===== config.mk =====
export PLATFORM = sky130hd
export DESIGN_NAME = rv_mem_port_arbiter
export DESIGN_NICKNAME = d
export VERILOG_FILES = /design/src/rtl/rv_mem_port_arbiter.sv
export SDC_FILE = /design/constraint.sdc
export NUM_CORES = 1
export LEC_CHECK = 0
export ABC_AREA = 1
export BUFFER_PORTS_ARGS = -buffer_cell sky130_fd_sc_hd__buf_4
export CORE_ASPECT_RATIO = 0.6
export CORE_MARGIN = 2
export CORE_UTILIZATION = 37
export DETAILED_ROUTE_END_ITERATION = 12
export PLACE_DENSITY = 0.75
export SETUP_SLACK_MARGIN = 0.5
export SLEW_MARGIN = 20
export SYNTH_ARGS = -nofsm -noshare
export SYNTH_HDL_FRONTEND = slang
export SYNTH_SLANG_ARGS = --single-unit

===== constraint.sdc =====
create_clock -name HCLK -period 2.9 [get_ports HCLK]
set_clock_uncertainty 0.05 [all_clocks]
set_input_delay 0.29 -clock HCLK [delete_from_list [all_inputs] [get_ports HCLK]]
set_output_delay 0.29 -clock HCLK [all_outputs]
set_load 0.02 [all_outputs]

===== src/rtl/rv_mem_port_arbiter.sv =====
// rv_mem_port_arbiter
//   Shares one single-ported memory interface between the RV32I fetch port
//   and data port. Data wins ties; a starvation guard forces a fetch grant
//   after STARVE_MAX back-to-back data grants with fetch pending. A watchdog
//   forces an error completion after TIMEOUT busy cycles without mem_ack.
//   Optional feature macro: ARB_PERF_CNT_EN (adds grant/stall counters).
module rv_mem_port_arbiter #(
    parameter int unsigned XLEN       = 32,
    parameter int unsigned STARVE_MAX = 4,
    parameter int unsigned TIMEOUT    = 255,
    parameter int unsigned CNT_W      = 32
) (
    input  logic             HCLK,
    input  logic             HRESETn,
    // fetch port
    input  logic             if_req,
    input  logic [XLEN-1:0]  if_addr,
    output logic             if_ack,
    output logic             if_err,
    output logic [XLEN-1:0]  if_rdata,
    // data port
    input  logic             dm_req,
    input  logic [XLEN-1:0]  dm_addr,
    input  logic             dm_we,
    input  logic [2:0]       dm_size,
    input  logic [XLEN-1:0]  dm_wdata,
    output logic             dm_ack,
    output logic             dm_err,
    output logic [XLEN-1:0]  dm_rdata,
    // shared memory side
    output logic             mem_req,
    output logic [XLEN-1:0]  mem_addr,
    output logic             mem_we,
    output logic [2:0]       mem_size,
    output logic [XLEN-1:0]  mem_wdata,
    input  logic             mem_ack,
    input  logic             mem_err,
    input  logic [XLEN-1:0]  mem_rdata,
    output logic             grant_dm
`ifdef ARB_PERF_CNT_EN
    ,
    output logic [CNT_W-1:0] perf_if_cnt,
    output logic [CNT_W-1:0] perf_dm_cnt,
    output logic [CNT_W-1:0] perf_stall_cnt
`endif
);

    localparam int unsigned SC_W  = $clog2(STARVE_MAX + 1);
    localparam int unsigned TMO_W = $clog2(TIMEOUT + 1);
    localparam logic [2:0]  FETCH_SIZE = 3'b010;

    // Elaboration-time parameter sanity checks
    if (STARVE_MAX < 1) begin : g_bad_starve_max
        $error("STARVE_MAX must be >= 1");
    end
    if (TIMEOUT < 1) begin : g_bad_timeout
        $error("TIMEOUT must be >= 1");
    end
    if (CNT_W < 1) begin : g_bad_cnt_w
        $error("CNT_W must be >= 1");
    end

    typedef enum logic [1:0] {
        S_IDLE    = 2'b00,
        S_BUSY_IF = 2'b01,
        S_BUSY_DM = 2'b10
    } state_t;

    state_t            r_state;
    state_t            w_state_nxt;

    logic [SC_W-1:0]   r_starve_cnt;
    logic [TMO_W-1:0]  r_tmo_cnt;

    logic              r_mem_req;
    logic [XLEN-1:0]   r_mem_addr;
    logic              r_mem_we;
    logic [2:0]        r_mem_size;
    logic [XLEN-1:0]   r_mem_wdata;
    logic              r_grant_dm;

    logic              w_if_starved;
    logic              w_grant_if;
    logic              w_grant_dm;
    logic              w_done;
    logic              w_timeout;

    // Fetch has waited through STARVE_MAX data grants and must win now
    assign w_if_starved = if_req && (r_starve_cnt >= SC_W'(STARVE_MAX));

    // State register
    always_ff @(posedge HCLK or negedge HRESETn) begin
        if (!HRESETn) begin
            r_state <= S_IDLE;
        end else begin
            r_state <= w_state_nxt;
        end
    end

    // Arbitration, completion detection and owner ack/err/rdata routing
    always_comb begin
        w_state_nxt = r_state;
        w_grant_if  = 1'b0;
        w_grant_dm  = 1'b0;
        w_done      = 1'b0;
        w_timeout   = 1'b0;
        if_ack      = 1'b0;
        if_err      = 1'b0;
        if_rdata    = '0;
        dm_ack      = 1'b0;
        dm_err      = 1'b0;
        dm_rdata    = '0;

        case (r_state)
            S_IDLE: begin
                if (dm_req && !w_if_starved) begin
                    w_grant_dm  = 1'b1;
                    w_state_nxt = S_BUSY_DM;
                end else if (if_req) begin
                    w_grant_if  = 1'b1;
                    w_state_nxt = S_BUSY_IF;
                end
            end
            S_BUSY_IF: begin
                w_timeout = !mem_ack && (r_tmo_cnt == TMO_W'(TIMEOUT));
                w_done    = mem_ack || w_timeout;
                if_ack    = w_done;
                if_err    = mem_ack ? mem_err : w_timeout;
                if_rdata  = mem_ack ? mem_rdata : '0;
                if (w_done) begin
                    w_state_nxt = S_IDLE;
                end
            end
            S_BUSY_DM: begin
                w_timeout = !mem_ack && (r_tmo_cnt == TMO_W'(TIMEOUT));
                w_done    = mem_ack || w_timeout;
                dm_ack    = w_done;
                dm_err    = mem_ack ? mem_err : w_timeout;
                dm_rdata  = mem_ack ? mem_rdata : '0;
                if (w_done) begin
                    w_state_nxt = S_IDLE;
                end
            end
            default: begin
                w_state_nxt = S_IDLE;
            end
        endcase
    end

    // Latch the winner's request fields; hold them stable while busy
    always_ff @(posedge HCLK or negedge HRESETn) begin
        if (!HRESETn) begin
            r_mem_req   <= 1'b0;
            r_mem_addr  <= '0;
            r_mem_we    <= 1'b0;
            r_mem_size  <= 3'b000;
            r_mem_wdata <= '0;
            r_grant_dm  <= 1'b0;
        end else if (w_grant_dm) begin
            r_mem_req   <= 1'b1;
            r_mem_addr  <= dm_addr;
            r_mem_we    <= dm_we;
            r_mem_size  <= dm_size;
            r_mem_wdata <= dm_wdata;
            r_grant_dm  <= 1'b1;
        end else if (w_grant_if) begin
            r_mem_req   <= 1'b1;
            r_mem_addr  <= if_addr;
            r_mem_we    <= 1'b0;
            r_mem_size  <= FETCH_SIZE;
            r_mem_wdata <= '0;
            r_grant_dm  <= 1'b0;
        end else if (w_done) begin
            r_mem_req   <= 1'b0;
        end
    end

    // Watchdog: counts busy cycles, cleared on completion and in idle
    always_ff @(posedge HCLK or negedge HRESETn) begin
        if (!HRESETn) begin
            r_tmo_cnt <= '0;
        end else if ((r_state != S_IDLE) && !w_done) begin
            r_tmo_cnt <= r_tmo_cnt + TMO_W'(1);
        end else begin
            r_tmo_cnt <= '0;
        end
    end

    // Starvation guard: saturating count of data grants taken over a waiting fetch
    always_ff @(posedge HCLK or negedge HRESETn) begin
        if (!HRESETn) begin
            r_starve_cnt <= '0;
        end else if (r_state == S_IDLE) begin
            if (w_grant_if || !if_req) begin
                r_starve_cnt <= '0;
            end else if (w_grant_dm && (r_starve_cnt < SC_W'(STARVE_MAX))) begin
                r_starve_cnt <= r_starve_cnt + SC_W'(1);
            end
        end
    end

    assign mem_req   = r_mem_req;
    assign mem_addr  = r_mem_addr;
    assign mem_we    = r_mem_we;
    assign mem_size  = r_mem_size;
    assign mem_wdata = r_mem_wdata;
    assign grant_dm  = r_grant_dm;

`ifdef ARB_PERF_CNT_EN
    logic [CNT_W-1:0] r_perf_if_cnt;
    logic [CNT_W-1:0] r_perf_dm_cnt;
    logic [CNT_W-1:0] r_perf_stall_cnt;
    logic             w_stall;

    // A request is stalled in any cycle where its port does not own the bus
    assign w_stall = (if_req && (r_state != S_BUSY_IF)) ||
                     (dm_req && (r_state != S_BUSY_DM));

    // Free-running, wrapping grant and stall counters
    always_ff @(posedge HCLK or negedge HRESETn) begin
        if (!HRESETn) begin
            r_perf_if_cnt    <= '0;
            r_perf_dm_cnt    <= '0;
            r_perf_stall_cnt <= '0;
        end else begin
            if (w_grant_if) begin
                r_perf_if_cnt <= r_perf_if_cnt + CNT_W'(1);
            end
            if (w_grant_dm) begin
                r_perf_dm_cnt <= r_perf_dm_cnt + CNT_W'(1);
            end
            if (w_stall) begin
                r_perf_stall_cnt <= r_perf_stall_cnt + CNT_W'(1);
            end
        end
    end

    assign perf_if_cnt    = r_perf_if_cnt;
    assign perf_dm_cnt    = r_perf_dm_cnt;
    assign perf_stall_cnt = r_perf_stall_cnt;
`endif

endmodule

# After elaboration in Yosys (flattened, before gate mapping)
# Cells that the tools add are included.
# totals
regBits,83
in_bits,138
output_inout_bits,138
# classes
n_addsub,2
order_cmp,2
n_eq_ne,5
n_mux,33
n_reduce_logical,19
# ops
cell,n
$mux W32,7
$mux W1,17
$mux W3,4
$add A8 B1 Y8 const B,1
$eq A8 B8 Y1 const B,1
$mux W8,1
$mux W2,3
$reduce_bool A2 Y1,3
$logic_and A1 B1 Y1,5
$logic_not A1 Y1,4
$pmux W2 S2,1
$reduce_and A2 Y1,2
$add A3 B1 Y3 const B,1
$ge A3 B3 Y1 const B,1
$lt A3 B3 Y1 const B,1
$ne A3 B3 Y1 const B,1
$reduce_bool A3 Y1,1
$eq A2 B1 Y1 const B,1
$eq A2 B2 Y1 const B,1
$logic_not A2 Y1,1
$logic_or A1 B1 Y1,2
$ne A2 B1 Y1 const B,1
$reduce_or A2 Y1,1

# Depth between registers and ports, before layout
# depth
ltp_word,9
depth_mapped,10
depth_no_buf,9

# Worst setup path after synthesis
# Ideal clock, no wire load.
# synth_path
kind,reg-to-output
start,register r_state[0]
end,output port dm_rdata[21]
arrival_ps,1447
setup_slack_ps,1113
path_stages_with_launch,6
path_cell_list,dfrtp_1 > inv_1 > ha_1 > clkinv_1 > clkbuf_1 > nor3_1
# synth_between
elab_chain_len,2
# synth_lines
item,line_no,rtl
start: declaration,69,state_t r_state;
start signal: assignment,96,r_state <= w_state_nxt;
$eq A2 B2 Y1,114,case (r_state)
$mux W32,114,
end: declaration,29,"output logic [XLEN-1:0] dm_rdata,"
# Every way passes these cells.

# Worst setup path after layout
# layout_path
start,register r_state[0]
end,output port dm_rdata[11]
# The elaborated chain is that of the path after synthesis.

==> flow_metrics.py <==
metrics = {
    "outcome": {
        "status": "complete, no violations",
    },
    "yosys": {
        "synth_compound_area_frac": 0.00859,
        "yosys.area_share.simple": 0.399,
        "postSynthCellCount": 598,
        "synth_area_per_cell_um2": 7.06,
        "yosys_register_bits": 83,
        "post_synthesis_cell_area_um2": 4220,
        "synthMuxAreaShare": 0,
        "synth_fp_nets": 741,
        "yosys_warnings": 0,
        "synthAdderAreaFrac": 0.0148,
        "yosysSeqAreaShare": 0.492,
        "fraction_of_synthesized_cell_area_in_xor_and_xnor_cells": 0.00830,
        "synth.distinct_cells": 23,
        "main_combinational_cell_family_by_area_after_synthesis": "simple AND/OR/NAND/NOR gates",
    },
    "routing": {
        "drt_wl_total_um": 13000,
        "detail_route.wirelength.met1_um": 6030,
        "antenna_violating_nets_post_route": 0,
        "route.detailed.drc": 0,
        "post_drt_wl_per_cell_um": 12.9,
        "initialDrtViolationCount": 196,
        "vias": 4546,
        "highest_layer": "met4",
        "drt_pass1_iterations": 4,
        "met3_wirelength_um": 947,
        "detail_route.vias_per_cell": 4.50,
        "dr_wl_met2_um": 5860,
    },
    "global_routing": {
        "globalRouteOverflowTotal": 0,
        "maximum_number_of_pins_on_one_net_before_global_route_repair": 70,
        "grt_pass1_wl_um": 20700,
        "grt_pass1_vias": 4300,
        "antenna_found_initial": 0,
        "gr-usage-all-layers": 0.210,
    },
    "power_and_ir_drop": {
        "total_leakage_power_nw": 3.90,
        "cellPowerDensity_nw_per_um2": 932,
        "power.ir.vdd_worst_uv": 511,
    },
    "place": {
        "dpl_worst_slack_ns": 0.883,
        "gp_congestion": 0.790,
        "portBuffers": 275,
        "hpwlAfterDp_um": 9630,
    },
    "layout": {
        "areaGrowthSynthToFinish_pct": 58.7,
        "proportion_of_layout_cells_with_a_drive_suffix_above_1": 0.357,
        "layout.cells.most_common": "nand2_1",
        "antennaDiodeCount": 0,
        "fill_cells": 1023,
        "most-common-layout-cells": "nand2_1, buf_4, dfrtp_1",
        "finalNetCount": 1004,
    },
    "sta": {
        "worst_slew_margin_rel": 0.580,
        "setup_tns_ns": 0,
        "finalWorstPathRequiredPeriod_ns": 2.21,
        "layout_setup_ws_ns": 0.693,
        "max_slew.worst_pin.slew_ns": 0.629,
        "maxClockFrequency_ghz": 0.453,
        "rsz0062_at_grt": "no",
        "period_share": 0.761,
        "drv_slew": 0,
        "setup_viol": 0,
        "final_hold_viol_count": 0,
    },
    "clock_network": {
        "clock_pin_slew_on_the_worst_setup_and_hold_paths_ns": 0.06,
        "clock_tree_from_tritoncts": "yes",
        "cts_root_buffer": "clkbuf_16",
        "cts_buf_count": 9,
        "cts-root-to-sink-buffers": 2,
        "clock_insertion_delay_worst_skew_ns": 0.33,
        "clock_sink_count": 83,
        "cts.repair_timing.setup_buffer_count": 0,
        "htree_num_levels": 3,
    },
    "critical_path": {
        "critical_path_class": "register to primary output",
        "timing.critical_path.fanout_max": 28,
        "cp-end-kind": "primary output",
        "cp_cell_sequence": "inv_1 -> ha_1 -> clkinv_1 -> buf_4 -> nor3_1 -> buf_4",
        "critical_path.most_common_cell": "buf_4",
        "worstPathRequired_ns": 2.56,
        "path_delay_family": "buffers and inverters",
        "slowest_stage": "dfrtp_1",
        "worstSetupStartpointType": "register",
        "critPathMaxStageDelay_ns": 0.40,
        "cp_num_buf_inv": 4,
        "arrival_time_at_the_worst_endpoint_ns": 1.87,
    },
    "min_path": {
        "hold_class": "input port to register",
    },
    "floorplan": {
        "die-height_um": 86.8,
        "design.core.area_um2": 11200,
        "floorplan.initialDensity": 0.376,
        "ioPinCount": 276,
        "die_w_um": 142,
        "die_footprint_um2": 12300,
        "row_count": 30,
    },
    "job": {
        "timing.max_cap.violations": 0,
    },
}
path summary, 6_finish.rpt:
path / startpoint / to / slack (ns) / depth (start not counted)
setup / recovery: r_state[0] / dm_rdata[11] / 0.69 / 6
hold / removal: dm_wdata[21] / mem_wdata[21] / 0.11 / 3
setup reg to reg: r_state[0] / mem_addr[8] / 0.86 / 10
hold reg to reg: r_tmo_cnt[0] / r_tmo_cnt[0] / 0.41 / 1
max in group asynchronous: HRESETn / mem_wdata[12] / 1.70 / 3
min in group asynchronous: HRESETn / mem_wdata[3] / 0.41 / 2
through the flow:
step | cells | area [µm²] | total power, mW | hold slack, ns | util
global route | 1010 | 6700 | 6.72 | 0.0990 | 0.597
floorplan | 598 | 4220 | 3.81 | -0.0556 | -
finish | 1010 | 6700 | 6.25 | 0.106 | 0.597
CTS | 1010 | 6700 | 6.33 | 0.0924 | 0.597
global placement | 993 | 6400 | 5.17 | 0.235 | 0.570
detailed placement | 993 | 6400 | 5.21 | 0.234 | 0.570
tightest hold or removal path, delay by kind of cell:
family        cells  cell delay, ns
buf+inv           1            0.07
simple gates      2            0.09
timing repair:
action                     in CTS  in global routing
resized for setup               0                  1
hold endpoints to repair       36                  0
hold buffers                    1                  0
setup endpoints to repair       0                  1
synthesized netlist by cell type:
library cell	n	area share
nand4_1	1	0.0015
xor2_1	2	0.0041
a21oi_1	2	0.0024
dfrtp_1	83	0.49
xnor2_1	2	0.0041
clkinv_1	2	0.0018
nand2_2	1	0.0015
or2_2	1	0.0015
inv_1	41	0.036
clkbuf_1	15	0.013
nand3_1	7	0.0083
buf_1	3	0.0027
ha_1	5	0.015
nor2_1	20	0.018
a21oi_4	1	0.0039
buf_6	1	0.0027
buf_4	1	0.0018
inv_2	4	0.0036
o21ai_0	2	0.0024
buf_2	13	0.015
nor2_4	1	0.0027
nand2_1	326	0.29
nor3_1	64	0.076
layer usage:
metal / vias to the layer above / track usage
li1: 2341 / -
met1: 2054 / 0.289
met2: 133 / 0.324
met3: 18 / 0.0630
met4: 0 / 0.0564
met5: - / 0
report_power, final:
group / internal (mW) / switching [mW] / leakage (nW) / total, mW
registers: 1.64 / 0.275 / 1.05 / 1.92
logic: 1.24 / 2.02 / 2.71 / 3.26
clock network: 0.628 / 0.447 / 0.138 / 1.07
total: 3.51 / 2.74 / 3.90 / 6.25
registers in the layout, summed over array words and instances, names as in the netlist:
signal / cells
mem_addr: 32
mem_wdata: 32
r_tmo_cnt: 8
mem_size: 3
r_starve_cnt: 3
r_state: 2
grant_dm: 1
mem_req: 1
mem_we: 1
layout make-up:
cell class              count  area [µm²]  area share
clock buffers              11         253      0.0377
clock inverters             5        37.5     0.00560
inverters                  47         176      0.0263
multi-input cells         435        1820       0.272
flip-flops and latches     83        2080       0.310
well taps                 144         180      0.0269
repair buffers            285        2150       0.322
cells by family (layout without fill, tap and decap cells):
kind of cell | after synthesis | count (layout)
AOI/OAI and AO/OA | 5 | 5
and+or+nand+nor | 421 | 421
buffers and inverters | 80 | 348
DFF | 83 | 83
xor gates and xnor gates | 4 | 4
adders and majority gates | 5 | 5
No activity file was read; power rests on OpenSTA's default activity.
